[src/rtl/err_sq_meas_ctrl_pkg.sv]
// Shared constants and state encoding for the squared-error measurement sequencer.
package err_sq_meas_ctrl_pkg;

  localparam int LFSR_LEN      = 10;
  localparam int ERR_ACC_W     = 39;
  localparam int ERR_DRAIN_LEN = 2;

  typedef enum logic [2:0] {
    ST_IDLE    = 3'd0,
    ST_CLR     = 3'd1,
    ST_FILL    = 3'd2,
    ST_DRAIN   = 3'd3,
    ST_CAPTURE = 3'd4
  } meas_state_e;

endpackage

[src/rtl/err_sq_meas_ctrl_win.sv]
// Loadable up-counter with enable, synchronous clear and terminal-count flag;
// shared by the FILL and DRAIN phases of the measurement window.
module meas_win_counter #(
  parameter int WIDTH = 4
) (
  input  logic             clk,
  input  logic             reset_n,
  input  logic             clr,
  input  logic             load,
  input  logic [WIDTH-1:0] load_val,
  input  logic             en,
  input  logic [WIDTH-1:0] term,
  output logic             tc
);

  logic [WIDTH-1:0] count;

  // NOTE: sequential state is always assigned with <= so every flop samples
  // the pre-edge values of its inputs regardless of block ordering.
  always_ff @(posedge clk or negedge reset_n) begin
    if (!reset_n) begin
      count <= '0;
    end else if (clr) begin
      count <= '0;
    end else if (load) begin
      count <= load_val;
    end else if (en) begin
      count <= count + WIDTH'(1);
    end
  end

  assign tc = (count == term);

endmodule

[src/rtl/err_sq_meas_ctrl.sv]
// Sequencer that clears err_sq_gen, gates exactly 2^WIN_LOG2 symbols into it,
// flushes its pipeline and offers the latched window sum on valid/ready.
module err_sq_meas_ctrl
  import err_sq_meas_ctrl_pkg::*;
#(
  parameter int WIN_LOG2  = LFSR_LEN,
  parameter int ACC_W     = ERR_ACC_W,
  parameter int DRAIN_LEN = ERR_DRAIN_LEN
) (
  input  logic             clk,
  input  logic             reset_n,
  input  logic             clk_en,
  input  logic             start,
  input  logic             continuous,
  input  logic             abort,
  output logic             acc_rst,
  output logic             acc_en,
  input  logic [ACC_W-1:0] acc_sq_err_in,
  output logic [ACC_W-1:0] result,
  output logic             result_valid,
  input  logic             result_ready,
  output logic             busy,
  output logic             overrun
);

  localparam int CNT_W = WIN_LOG2 + 1;
  localparam logic [CNT_W-1:0] FILL_TERM  = CNT_W'((1 << WIN_LOG2) - 1);
  localparam logic [CNT_W-1:0] DRAIN_TERM = CNT_W'(DRAIN_LEN - 1);

  meas_state_e      state;
  logic             in_window;
  logic             abort_hit;
  logic             cnt_clr;
  logic             cnt_tc;
  logic [CNT_W-1:0] cnt_term;

  assign in_window = (state == ST_FILL) || (state == ST_DRAIN);
  assign abort_hit = abort && (state != ST_IDLE);

  // The aborted cycle's symbol is blocked too, so nothing partial enters.
  assign acc_en  = clk_en && in_window && !abort;
  assign acc_rst = !reset_n || (state == ST_CLR);
  assign busy    = (state != ST_IDLE);

  assign cnt_term = (state == ST_DRAIN) ? DRAIN_TERM : FILL_TERM;
  assign cnt_clr  = (state == ST_CLR) || abort_hit || (acc_en && cnt_tc);

  meas_win_counter #(
    .WIDTH (CNT_W)
  ) u_win_counter (
    .clk      (clk),
    .reset_n  (reset_n),
    .clr      (cnt_clr),
    .load     (1'b0),
    .load_val ('0),
    .en       (acc_en),
    .term     (cnt_term),
    .tc       (cnt_tc)
  );

  always_ff @(posedge clk or negedge reset_n) begin
    if (!reset_n) begin
      state        <= ST_IDLE;
      result       <= '0;
      result_valid <= 1'b0;
      overrun      <= 1'b0;
    end else begin
      // NOTE: this default consume is overridden by the CAPTURE assignment
      // below when both land on the same edge; the last <= in a block wins.
      if (result_valid && result_ready) begin
        result_valid <= 1'b0;
      end

      if (abort_hit) begin
        state <= ST_IDLE;
      end else begin
        case (state)
          ST_IDLE: begin
            if (start && !abort) begin
              state   <= ST_CLR;
              overrun <= 1'b0;
            end
          end
          ST_CLR: begin
            state <= ST_FILL;
          end
          ST_FILL: begin
            if (acc_en && cnt_tc) state <= ST_DRAIN;
          end
          ST_DRAIN: begin
            if (acc_en && cnt_tc) state <= ST_CAPTURE;
          end
          ST_CAPTURE: begin
            result       <= acc_sq_err_in;
            result_valid <= 1'b1;
            if (result_valid && !result_ready) overrun <= 1'b1;
            state <= continuous ? ST_CLR : ST_IDLE;
          end
          default: begin
            state <= ST_IDLE;
          end
        endcase
      end
    end
  end

endmodule

[config.mk]
export PLATFORM = sky130hd
export DESIGN_NAME = err_sq_meas_ctrl
export DESIGN_NICKNAME = d
export VERILOG_FILES = /design/src/rtl/err_sq_meas_ctrl_pkg.sv /design/src/rtl/err_sq_meas_ctrl_win.sv /design/src/rtl/err_sq_meas_ctrl.sv
export SDC_FILE = /design/constraint.sdc
export NUM_CORES = 1
export LEC_CHECK = 0
export BUFFER_PORTS_ARGS = -buffer_cell sky130_fd_sc_hd__buf_2
export CORE_ASPECT_RATIO = 1.5
export CORE_MARGIN = 10
export CORE_UTILIZATION = 52
export CTS_CLUSTER_SIZE = 40
export DETAILED_ROUTE_END_ITERATION = 10
export GPL_TIMING_DRIVEN = 1
export PLACE_DENSITY_LB_ADDON = 0.05
export SYNTH_ARGS = -nofsm -noshare
export SYNTH_HDL_FRONTEND = slang
export SYNTH_SLANG_ARGS = --single-unit
[constraint.sdc]
create_clock -name clk -period 4.99 [get_ports clk]
set_input_delay 1.497 -clock clk [delete_from_list [all_inputs] [get_ports clk]]
set_output_delay 1.497 -clock clk [all_outputs]
set_load 0.05 [all_outputs]
### After elaboration in Yosys (flattened, before gate mapping)

Cells that the tools add are included.

| storage, ports and cells | value |
|---|---|
| output and inout bits | 44 |
| logic and storage cells | 53 |
| bits of input ports | 46 |
| bits in registers | 55 |

| cells by class | value |
|---|---|
| equality and inequality tests | 10 |
| reduce and logical (&&, ||, !) cells | 21 |
| muxes and demuxes | 15 |
| $add $sub $neg | 1 |
| bitwise gates (word level) | 1 |

Operators by type and width:

| kind | number |
|---|---|
| 11-bit two-way mux | 2 |
| 3-bit case mux with 5 select lines | 1 |
| 3-bit two-way mux | 4 |
| 11-bit by 1-bit adder with 11-bit output (second input constant) | 1 |
| 11-bit by 10-bit == test with 1-bit output | 1 |
| 10-bit two-way mux | 1 |
| 1-bit logical AND | 7 |
| 3-bit by 2-bit == test with 1-bit output (second input constant) | 2 |
| 1-bit two-way mux | 6 |
| 3-bit by 2-bit != test with 1-bit output (second input constant) | 2 |
| 1-bit logical OR | 4 |
| 2-bit != test (second input constant) | 2 |
| 4-bit AND reduction | 1 |
| 2-bit nonzero test | 2 |
| 3-bit by 1-bit == test with 1-bit output (second input constant) | 1 |
| 3-bit == test (second input constant) | 1 |
| 1-bit zero test | 3 |
| 3-bit zero test | 1 |
| 3-bit != test (second input constant) | 1 |
| 3-bit AND reduction | 1 |
| 3-bit nonzero test | 1 |
| 1-bit case mux with 2 select lines | 1 |
| 2-bit AND reduction | 1 |
| 1-bit inverter | 1 |

### Depth between registers and ports, before layout

Gate-level depths: netlist of run 1.

| logic depth | value |
|---|---|
| depth in word-level cells | 8 |
| mapped depth | 6 |
| gate-level depth less buffers | 5 |

### Hierarchy

From an unflattened synthesis of run 1, not the netlist that was laid out.

| unflattened totals | value |
|---|---|
| cells, all modules | 201 |
| area total of the unflattened synthesis | 2537.4 um^2 |

By module, submodules not included:

| module | instances | sequential area each (um^2) | cells each | area an instance (um^2) |
|---|---|---|---|---|
| err_sq_meas_ctrl | 1 | 1101.1 | 117 | 1771.7 |
| meas_win_counter | 1 | 275.3 | 84 | 765.7 |

### Least setup slack after synthesis of run 1

No wires, ideal clock.

| timing path | value |
|---|---|
| path type | input port to output port |
| start | input port abort |
| end | output port acc_en |
| stages on the path | 3 |
| buffers on the path | 1 |
| data arrival time | 2253 ps |
| path slack | 1240 ps |
| data required time | 3493 ps |
| cell sequence | buf_2 nand4bb_4 clkinv_1 |

| on the way | value |
|---|---|
| word-level cells in the longest chain between the ends | 2 |

Ends and longest elaborated chain:

| element | RTL line | source |
|---|---|---|
| start, declared | err_sq_meas_ctrl.sv:15 | `input logic abort,` |
| 1-bit zero test | err_sq_meas_ctrl.sv:41 | `assign acc_en = clk_en && in_window && !abort;` |
| 1-bit logical AND | err_sq_meas_ctrl.sv:41 |  |
| end, declared | err_sq_meas_ctrl.sv:17 | `output logic acc_en,` |

No other way between the ends.

### Worst setup path after layout of run 1

Ends and elaborated chain as after synthesis.

==> results.md, run 1 <==
- The number of input and output port buffers inserted is 89.
- At the pin with the least slew margin, the transition time is 0.684 ns.
- The total track usage is 14.6%.
- At the later pin of the worst-skew pair, clock insertion delay measures 0.30 ns.
- For this run, asynchronously set or reset flops after synthesis account for 100%.
- The total global routing overflow is 0.
- The total core area is 4500 µm².
- At the worst endpoint, the required time is 3.49 ns.
- Detailed placement finished with a half-perimeter wire length of 4.13 mm.
- The floorplan row count is 30.
- For this design the static power due to leakage is 1.62 nW.
- Counting instances in the post-synthesis netlist gives the leading cell types as dfrtp_1, mux2_2, nor3_1.
- The clock passes through at most 2 buffers.
- Counting the buffers created by CTS gives 5.
- In the final design database the tool counted 317 nets.
- In the finished design, the share of the clock period the worst path needs comes to 77.7%.
- The synthesized design contains 55 register bits.
- The leading register cell type out of synthesis is dfrtp_1.
- The number of antenna diodes in the final layout is 0.
- Setup violations remaining at the end of the flow were counted as 0.
- In this run the tightest slew margin relative to its limit is 54.4%.
- The die is 75.4 µm wide.
- The share of layout cells above drive strength 1 is 53.1%.
- Subtracting the final worst setup slack from the clock period gives 3.88 ns.
- Entering global routing, the biggest net connects 56 pins.
- Across the routed clock network, the largest skew measured is 0.00775 ns.
- The number of antenna violations at the first check in global routing was 0.
- The number of cells in the finished layout apart from fillers is 319.
- The area overhead of the layout relative to synthesis is 24.5%.
- Setup repair after global routing left no endpoint under its margin.
- The cell area after synthesis is 2390 µm².
- The number of DRC violations after detailed-routing iteration 0 is 115.
- The placed cell count is 311.
- Clock tree synthesis selected as its root buffer the cell clkbuf_8.
- The average wire per cell in the routed design is 17.0 µm.
- CTS saw 55 sinks.
- The die is 103 µm tall.
- The die outline area is 7760 µm².
- Timing would allow up to 0.258 GHz.
- The remaining number of nets flagged by the antenna check after routing is 0.
- The worst reg2reg path endpoint is u_win_counter.count[3].
- The total wirelength of the detailed-routed design is 5.42 mm.
- The source of the critical timing path is abort.
- The number of pins with negative max-slew slack in the final report is 0.
- After detailed routing, the number of remaining DRC violations is 0.
- The via count of the first global-routing pass is 1823.
- Yosys printed 0 warnings.
- The largest voltage drop on the vdd net is 0.000198 V.
- The count of different cell masters after synthesis is 38.
- Along the worst path, the maximum fanout reaches 8.
- The count of boundary I/O pins is 90.
- The critical path endpoint is acc_en.
- The average vias per placed instance is 5.41.
- The clock tree synthesis step divided the H-tree into 2 levels.
- Clock-pin slew was measured on the worst setup and hold paths at 0.09 ns.
- In this run, synthesis inferred 0 flip-flops with an integrated enable.
- Setup slack on the worst reg-to-reg path comes out at 2.89 ns.
- The worst setup path is launched from an input pin.
- The instance count of the mapped netlist is 182.
- The max-capacitance violation count is 0.
- TritonCTS built the clock tree.
- Once the floorplan was initialized, standard cells occupied 53.1% of the core.
- The type of destination of the critical path is a primary output.
- The run finished with clean final reports.
- The worst min-delay path category is flip-flop to flip-flop.
- The post-synthesis cell type with the largest combined area is dfrtp_1.
- At the worst endpoint, the arrival time is 2.38 ns.
- The wire length of the first global-routing pass is 8.75 mm.
- Ranked by total cell area, the synthesized netlist is headed by dfrtp_1, mux2_2, nor3_1, xnor2_1, buf_2.
- Counting cells, the worst reg-to-reg path comes to 4.
- Routability-driven placement finished with a final weighted congestion of 0.896.
- The final hold violation count is 0.
- The average footprint of a synthesized cell is 13.1 µm².
- The count of instances resized after the clock tree is built is 0.
- The count of buffers added by post-CTS timing repair for setup is 0.
- The share of the yosys chip area belonging to registers is 57.6%.
- The most common cell in the netlist is dfrtp_1.
- For this block, the via count after detailed routing is 1726.
- The hold-fix buffer count after cts is 0.
- The total nets after synthesis is 229.
- The accumulated negative setup slack is 0 ns.
- Power spread over the standard cell area amounts to 281 nW/µm².
- The class of the most critical setup path is input pin to primary output.
- The reg-to-reg critical path startpoint is state[1].
- The synthesized design devotes to its leading area cell type 57.6% of total area.
- The first-pass iteration count of the detailed router is 5.
==> registers in the layout (all words and copies together), names as in the netlist <==
name	flops
result_valid	1
overrun	1
state	3
u_win_counter.count	11
result	39
==> worst max-delay path, stage by stage <==
cell	delay (ns)
buf_2	0.15
nand4bb_4	0.27
clkinv_1	0.16
buf_2	0.29
==> per-layer routing <==
metal  track usage [%]  vias up  wire (µm)
met2              27.2       66       2990
met3              5.30        8        439
met1              14.3      825       1910
met4              4.73        0         74
li1                  -      827          -
met5                 0        -          0
==> logic make-up (layout without fill, tap and decap cells) <==
group / after synthesis / after routing / synth area share, %
flip-flops: 55 / 55 / 57.6
multiplexers: 40 / 40 / 18.8
AND/OR/NAND/NOR: 54 / 54 / 13.6
buffers and inverters: 12 / 101 / 2.88
AO/OA/AOI/OAI: 11 / 11 / 3.30
adder cells (fa/ha/maj): 1 / 1 / 0.523
XOR/XNOR: 9 / 9 / 3.30
==> final cells by class <==
cell class                 count  area [µm²]
fill                         373        1530
sequential                    55        1380
multi-input combinational    115         953
clock inverter                 2        35.0
clock buffer                   6        82.6
tap                           48        60.1
timing repair buffer          91         460
inverter                       2        7.51
==> stage by stage <==
step | utilization [%] | setup slack (ns) | power [W] | cell area (µm²) | hold WS (ns)
final | 66.1 | 1.11 | 0.000835 | 2980 | 0.491
after global routing | 66.1 | 1.06 | 0.000872 | 2980 | 0.522
after CTS | 66.1 | 1.11 | 0.000849 | 2980 | 0.497
after detailed placement | 63.4 | 1.11 | 0.000547 | 2860 | 0.476
after global placement | 63.4 | 1.12 | 0.000546 | 2860 | 0.473
after floorplan | - | 1.24 | 0.000513 | 2390 | 0.525
==> placed cells by master (no fill, tap or decap), types with 4 or more instances in the layout <==
master,instances
nand2_1,7
xor2_1,4
nor3_1,13
nor2_1,6
nand3_1,7
buf_2,89
o21ai_0,4
xnor2_1,5
mux2_2,39
nand4_1,4
clkbuf_8,6
dfrtp_1,55
==> worst min path at each step <==
stage / to / startpoint / depth (start not counted) / slack, ns
after floorplan: u_win_counter.count[10] / u_win_counter.count[10] / 2 / 0.52
after global placement: overrun / overrun / 1 / 0.47
after detailed placement: overrun / overrun / 1 / 0.48
after CTS: overrun / overrun / 1 / 0.50
after global routing: overrun / overrun / 1 / 0.52
final: overrun / overrun / 1 / 0.49
==> power breakdown <==
| group | total (W) | internal, W | leakage [nW] | switching (W) |
|---|---|---|---|---|
| Clock | 0.000298 | 0.000162 | 0.0612 | 0.000136 |
| Combinational | 0.0000733 | 0.0000276 | 0.787 | 0.0000458 |
| Sequential | 0.000464 | 0.000451 | 0.767 | 0.0000130 |
| Total | 0.000835 | 0.000641 | 1.62 | 0.000194 |
(Power assumes the default switching activity.)
==> run 2: changes to the inputs <==
--- a/config.mk
+++ b/config.mk
@@ -8,7 +8,7 @@
 export BUFFER_PORTS_ARGS = -buffer_cell sky130_fd_sc_hd__buf_2
 export CORE_ASPECT_RATIO = 1.5
 export CORE_MARGIN = 10
-export CORE_UTILIZATION = 52
+export CORE_UTILIZATION = 44
 export CTS_CLUSTER_SIZE = 40
 export DETAILED_ROUTE_END_ITERATION = 10
 export GPL_TIMING_DRIVEN = 1
==> constraint.sdc (replaced) <==
create_clock -name clk -period 3.3 [get_ports clk]
set_input_delay 0.99 -clock clk [delete_from_list [all_inputs] [get_ports clk]]
set_output_delay 0.99 -clock clk [all_outputs]
set_load 0.05 [all_outputs]
==> run 2 against run 1 <==
Net effect: combinational power is 51% higher; final cell count is 6.3% higher; sequential share of layout area is 0.39 points lower; largest cell class unchanged; highest routed layer unchanged.
==> results.md, run 2 (synthesis results as in run 1) <==
- The effective utilization at floorplan is 45.9% (-7.1 points).
- The run finished with clean final reports.
- The number of nets at the end of the flow came to 317 (unchanged).
- The number of DRC violations after detailed-routing iteration 0 is 100 (-13%).
- The number of input and output port buffers inserted is 89 (unchanged).
- The register containing the most flip-flops in the final layout is result.
- The required time at the worst-slack endpoint is 2.31 ns (-1.18 ns).
- The worst path arrival time is 1.88 ns (-0.50 ns).
- The count of instances resized after the clock tree is built is 0 (unchanged).
- The number of vias after detailed routing is 1716 (-0.58%).
- STA classifies the critical path endpoint as a primary output.
- The delay of the slowest critical-path stage is 0.29 ns (about the same).
- The switching share of total power was 23.4% (+0.10 points).
- The remaining number of nets flagged by the antenna check after routing is 0 (unchanged).
- The count of buffers added by post-CTS timing repair for setup is 0 (unchanged).
- The family with the most delay on the worst path is buffers and inverters.
- The transition time at the pin with the least slew margin is 0.690 ns (+0.00639 ns).
- The share of layout cells above drive strength 1 was 53.1% (unchanged).
- The TritonCTS sink count is 55 (unchanged).
- The count of boundary I/O pins is 90 (unchanged).
- The weighted congestion at the end of routability-driven global placement was 0.821 (-8.4%).
- The power density over the cells is 422 nW/µm² (+50%).
- In this design, the critical path's most frequently occurring cell is buf_2.
- The clock insertion delay at the later pin of the skew report was 0.30 ns (about the same).
- The total wirelength of the detailed-routed design was 5.36 mm (-1.1%).
- The clock period could shrink to 2.87 ns.
- The worst slew margin relative to its limit came to 54.0% (-0.43 points).
- The signal on the critical path passes through buf_2 > nand4bb_4 > clkinv_1 > buf_2.
- The die outline area is 8840 µm² (+14%).
- STA classifies the critical path startpoint as an input pin.
- The internal power summed over all cells is 0.000969 W (+51%).
- The accumulated negative setup slack was 0 ns (unchanged).
- The total buffers and inverters traversed by the critical path is 3 (unchanged).
- The average vias per placed instance is 5.06 (-6.4%).
- The final setup violation count is 0 (unchanged).
- The post-route cell area is 3000 µm² (+0.84%).
- The via count of the first global-routing pass is 1809 (-0.77%).
- The largest registers in the layout are result x39, u_win_counter.count x11, state x3.
- The part of the power in the clock network is 35.9% (+0.2 points).
- The number of flip-flops under the largest register name was 39 (unchanged).
- The maximum fanout along the worst path came to 8 (unchanged).
- The hold-fix buffer count after cts is 0 (unchanged).
- The number of antenna violations at the first check in global routing came to 0 (unchanged).
- The final hold violation count is 0 (unchanged).
- The largest buffer count on any clock path is 2 (unchanged).
- The number of buffers created by CTS came to 5 (unchanged).
- The first-pass iteration count of the detailed router is 4 (-1).
- The library cell used as clock root buffer is clkbuf_8.
- The average wire per cell in the routed design was 15.8 µm (-6.9%).
- The die extent in x is 80.2 µm (+6.4%).
- The end-of-flow core utilization came to 57.6% (-8.4 points).
- The worst clock skew on the final layout is 0.00350 ns (-0.00425 ns).
- The HPWL reported at the end of detailed placement is 4.08 mm (-1.2%).
- The floorplan row count is 32 (+6.7%).
- The worst min-delay path category is flip-flop to flip-flop.
- The total global routing overflow is 0 (unchanged).
- The max-capacitance violation count came to 0 (unchanged).
- The leakage component of the power came to 1.62 nW (unchanged).
- The TritonCTS clock tree is done.
- The number of pins with negative max-slew slack in the final report is 0 (unchanged).
- The clock transition at the registers of the reported paths is 0.09 ns (about the same).
- The final routed DRC violation total is 0 (unchanged).
- The CTS H-tree depth was 2 (unchanged).
- The share of total power in sequential cells was 55.3% (-0.2 points).
- The combinational power share is 8.8% (about the same).
- The library cells used most frequently in the layout, excluding fill and tap cells, are buf_2, dfrtp_1, mux2_2, nor3_1.
- The diode insertion count for antenna repair was 0 (unchanged).
- The startpoint identified for the worst register-to-register timing path is state[1].
- The cell area after placement is 2880 µm² (+0.88%).
- The wire length of the first global-routing pass came to 8.82 mm (+0.79%).
- Based on the critical path, the design can be clocked at up to 0.349 GHz.
- The height of the die is 110 µm (+7.0%).
- Dividing the final minimum period by the clock period gives 87.0%.
- The power dissipated by switching net loads is 0.000296 W (+52%).
- Setup repair after global routing left no endpoint under its margin.
- The total track usage is 12.6% (-2.0 points).
- The largest voltage drop on the vdd net is 0.000319 V (+61%).
- The startpoint identified for the worst hold timing path is overrun.
- The minimum hold slack is 0.491 ns (-0.000763 ns).
- The total core area came to 5200 µm² (+16%).
- The class of the most critical setup path is input pin to primary output.
- Among all stages on the critical path, the largest delay is contributed by buf_2.
- The largest net degree at the start of global routing is 56 (unchanged).
- The source of the critical timing path is abort.
- The library cell used most frequently in the layout, excluding fill and tap cells, is buf_2.
- The area overhead of the layout relative to synthesis is 25.5%.
==> run 2: cell counts in the layout (fill, tap and decap cells not counted) <==
No cell type changed its count.
==> run 2: power by group through the flow <==
stage	combinational [W]	sequential, W	clock (W)
after global routing	0.000126	0.000703	0.000493
after detailed placement	0.000113	0.000713	0
after global placement	0.000112	0.000713	0
final	0.000111	0.000700	0.000454
after floorplan	0.0000749	0.000701	0
after CTS	0.000114	0.000700	0.000474
==> run 2: worst reg2reg max path, cell delays in order, from the launching register on <==
cell and delay, ns:
dfrtp_1 0.53, and3b_1 0.26, or4_4 0.56, a21oi_2 0.46
and2_1 0.20
==> run 2: path summary, 6_finish.rpt <==
| kind | to | slack [ns] | cells after the start |
|---|---|---|---|
| worst min register to register | overrun | 0.49 | 1 |
| worst max register to register | state[2] | 1.24 | 4 |
| worst min-delay path | overrun | 0.49 | 1 |
| max in group asynchronous | u_win_counter.count[7] | 2.00 | 2 |
| min in group asynchronous | result[11] | 0.83 | 2 |
| worst max-delay path | acc_en | 0.43 | 4 |
==> run 2: metal layers <==
layer | wire, µm | track usage, % | vias to the layer above
met5 | 0 | 0 | -
met4 | 72 | 4.29 | 0
met3 | 429 | 5.35 | 6
met2 | 2880 | 22.0 | 48
met1 | 1980 | 13.4 | 837
li1 | - | - | 825
==> run 2: through the flow <==
stage / instances / setup slack [ns] / total power (W)
2_1_floorplan: 182 / 0.564 / 0.000776
3_3_place_gp: 331 / 0.447 / 0.000826
3_5_place_dp: 331 / 0.432 / 0.000826
4_1_cts: 339 / 0.426 / 0.00129
5_1_grt: 339 / 0.358 / 0.00132
6_report: 339 / 0.431 / 0.00126
==> run 2: final cells by class <==
| type | count | area (µm²) |
|---|---|---|
| flip-flops and latches | 55 | 1380 |
| clock inverters | 2 | 35.0 |
| clock buffers | 6 | 82.6 |
| well taps | 68 | 85.1 |
| repair buffers | 91 | 460 |
| multi-input cells | 115 | 953 |
| inverters | 2 | 7.51 |
| fillers | 462 | 2200 |
==> run 3: changes to the inputs <==
--- a/config.mk
+++ b/config.mk
@@ -13,6 +13,7 @@
 export DETAILED_ROUTE_END_ITERATION = 10
 export GPL_TIMING_DRIVEN = 1
 export PLACE_DENSITY_LB_ADDON = 0.05
+export REMOVE_ABC_BUFFERS = 1
 export SYNTH_ARGS = -nofsm -noshare
 export SYNTH_HDL_FRONTEND = slang
 export SYNTH_SLANG_ARGS = --single-unit
==> run 3 against run 2 <==
Net effect: via count down 0.35%; routed wire length grew 0.80%; largest cell class unchanged; die area unchanged; first-iteration DRC count shrank 18%; clock power fell by 0.9%; sequential power hardly changed; count of clock-buffer cells in the layout unchanged; worst hold slack improved by 0.018 ns; highest routed layer unchanged.
==> results.md, run 3 (synthesis results as in run 1) <==
- The leakage component of the power is 1.62 nW (unchanged).
- The die outline area came to 8840 µm² (unchanged).
- The largest buffer count on any clock path is 2 (unchanged).
- The number of buffers created by CTS is 5 (unchanged).
- Setup repair after global routing left no endpoint under its margin.
- The power dissipated by switching net loads came to 0.000292 W (-1.2%).
- The total area of multi-input combinational cells is 953 µm² (unchanged).
- The share of layout cells above drive strength 1 was 53.1% (unchanged).
- The diode insertion count for antenna repair came to 0 (unchanged).
- The transition time at the pin with the least slew margin is 0.680 ns (-0.0105 ns).
- The library cell used most frequently in the layout, excluding fill and tap cells, is buf_2.
- The sequential cell area is 1380 µm² (unchanged).
- The uppermost signal routing layer after detailed routing is met4.
- The switching share of total power is 23.2% (-0.21 points).
- The end-of-flow core utilization is 57.6% (unchanged).
- The critical path goes through buf_2 > nand4bb_4 > clkinv_1 > buf_2.
- The worst reg-to-reg setup slack is 1.23 ns (about the same).
- The total number of cells along the worst setup path is 4 (unchanged).
- The flow ran to the end, and the final reports show no timing, DRC or antenna violations.
- The area overhead of the layout relative to synthesis was 25.5% (unchanged).
- TritonCTS built the clock tree.
- The critical path endpoint is acc_en.
- The accumulated negative setup slack came to 0 ns (unchanged).
- The family with the most delay on the worst path is buffers and inverters.
- The total wirelength of the detailed-routed design came to 5.41 mm (+0.80%).
- The final routed DRC violation total is 0 (unchanged).
- The total global routing overflow came to 0 (unchanged).
- The placed cell count was 331 (unchanged).
- The number of flip-flops under the largest register name was 39 (unchanged).
- The number of input and output port buffers inserted came to 89 (unchanged).
- The number of pins with negative max-slew slack in the final report was 0 (unchanged).
- The CTS H-tree depth is 2 (unchanged).
- The power density over the cells was 421 nW/µm² (-0.25%).
- The effective utilization at floorplan was 45.9% (unchanged).
- The register containing the most flip-flops in the final layout is result.
- The delay of the slowest critical-path stage is 0.29 ns (about the same).
- The pre-CTS setup slack is 0.429 ns (-0.00321 ns).
- The combinational power share is 8.9% (about the same).
- The number of DRC violations after detailed-routing iteration 0 was 82 (-18%).
- The maximum fanout along the worst path came to 8 (unchanged).
- The tree is rooted in a clkbuf_8.
- The tightest min-delay check is of the flip-flop to flip-flop type.
- The count of instances resized after the clock tree is built is 0 (unchanged).
- The share of total power in sequential cells is 55.5% (+0.2 points).
- The source of the critical timing path is abort.
- The worst register-to-register path ends at state[2].
- The clock period minus worst slack is 2.87 ns (+0.00322 ns).
- The clock transition at the registers of the reported paths is 0.09 ns (about the same).
- The reg-to-reg critical path startpoint is state[1].
- The portion of the clock cycle consumed by the worst path in the final layout is 87.0% (+0.098 points).
- The final setup violation count came to 0 (unchanged).
- STA classifies the critical path endpoint as a primary output.
- The worst path arrival time came to 1.88 ns (about the same).
- The count of buffers added by post-CTS timing repair for setup is 0 (unchanged).
- The met1 wire length is 2.08 mm (+4.7%).
- The TritonCTS sink count is 55 (unchanged).
- The via count of the first global-routing pass came to 1840 (+1.7%).
- The fmax is 0.348 GHz (-0.11%).
- The die extent in x was 80.2 µm (unchanged).
- The HPWL reported at the end of detailed placement is 4.14 mm (+1.5%).
- The number of cells in the finished layout apart from fillers is 339 (unchanged).
- The wire length of the first global-routing pass is 8.65 mm (-2.0%).
- The height of the die came to 110 µm (unchanged).
- The worst setup path is launched from an input pin.
- The number of nets at the end of the flow is 317 (unchanged).
- The largest voltage drop on the vdd net is 0.000345 V (+8.2%).
- The internal power summed over all cells is 0.000969 W (about the same).
- The count of fill cells added during filler insertion was 476 (+3.0%).
- The average wire per cell in the routed design is 15.9 µm (+0.80%).
- The total track usage was 12.3% (-0.39 points).
- The count of boundary I/O pins was 90 (unchanged).
- The final setup slack of the worst path is 0.427 ns (-0.00322 ns).
- The average vias per placed instance is 5.04 (-0.35%).
- The clock insertion delay at the later pin of the skew report was 0.30 ns (about the same).
- The routed wire length on met2 was 2.73 mm (-5.0%).
- The weighted congestion at the end of routability-driven global placement came to 0.778 (-5.3%).
- The largest registers in the layout are result x39, u_win_counter.count x11, state x3.
- The part of the power in the clock network is 35.6% (-0.3 points).
- The worst reg2reg path depth was 4 (unchanged).
- The worst clock skew on the final layout is 0.00287 ns (-0.000629 ns).
- The first-pass iteration count of the detailed router is 4 (unchanged).
- The max-capacitance violation count is 0 (unchanged).
- The number of vias after detailed routing is 1710 (-0.35%).
- The library cells used most frequently in the layout, excluding fill and tap cells, are buf_2, dfrtp_1, mux2_2, nor3_1.
- The class of the most critical setup path is input pin to primary output.
- The cell with the biggest individual delay on the critical path is buf_2.
- The final hold violation count was 0 (unchanged).
- The cell that appears most often on the critical path is buf_2.
- The largest net degree at the start of global routing is 56 (unchanged).
- The required time at the worst-slack endpoint was 2.31 ns (about the same).
- The total buffers and inverters traversed by the critical path is 3 (unchanged).
- The routed wire length on met3 is 566 µm (+32%).
- The total core area came to 5200 µm² (unchanged).
- The floorplan row count came to 32 (unchanged).
- The number of antenna violations at the first check in global routing is 0 (unchanged).
- The worst slew margin relative to its limit is 54.7% (+0.70 points).
- The hold-fix buffer count after cts was 0 (unchanged).
- The remaining number of nets flagged by the antenna check after routing is 0 (unchanged).
- The minimum hold slack was 0.509 ns (+0.0178 ns).
run 3: cell counts in the layout (fill, tap and decap cells not counted):
Identical to the previous run, type by type.
run 3: cell type report:
class                           instances  share of cell area, %
Clock inverter                          2                   1.17
Tap cell                               68                   2.84
Multi-Input combinational cell        115                   31.8
Sequential cell                        55                   45.9
Timing Repair Buffer                   91                   15.3
Inverter                                2                  0.250
Clock buffer                            6                   2.75
run 3: worst reg2reg max path, stage by stage (launching register included):
cell	delay, ns
dfrtp_1	0.53
and3b_1	0.26
or4_4	0.56
a21oi_2	0.46
and2_1	0.21
run 3: worst min path at each step:
stage,startpoint,end,cells after the start
after floorplan,u_win_counter.count[10],u_win_counter.count[10],2
after global placement,overrun,overrun,1
after detailed placement,result[5],result[5],1
after CTS,result[5],result[5],1
after global routing,result[32],result[32],1
final,overrun,overrun,1
run 3: metrics by stage:
stage | cell area, µm² | total power [W]
finish | 3000 | 0.00126
global route | 3000 | 0.00132
CTS | 3000 | 0.00128
detailed placement | 2880 | 0.000827
global placement | 2880 | 0.000826
floorplan | 2330 | 0.000766
run 3: power by group through the flow:
stage	Clock, W	Combinational [W]	Sequential (W)
6_report	0.000450	0.000112	0.000700
5_1_grt	0.000487	0.000126	0.000702
4_1_cts	0.000469	0.000115	0.000700
3_5_place_dp	0	0.000114	0.000713
3_3_place_gp	0	0.000113	0.000713
2_1_floorplan	0	0.0000584	0.000708
run 3: per-layer routing:
layer | vias up | global-route usage, %
met1 | 830 | 13.0
met2 | 54 | 20.5
met3 | 5 | 6.73
met5 | - | 0
met4 | 0 | 3.41
li1 | 821 | -
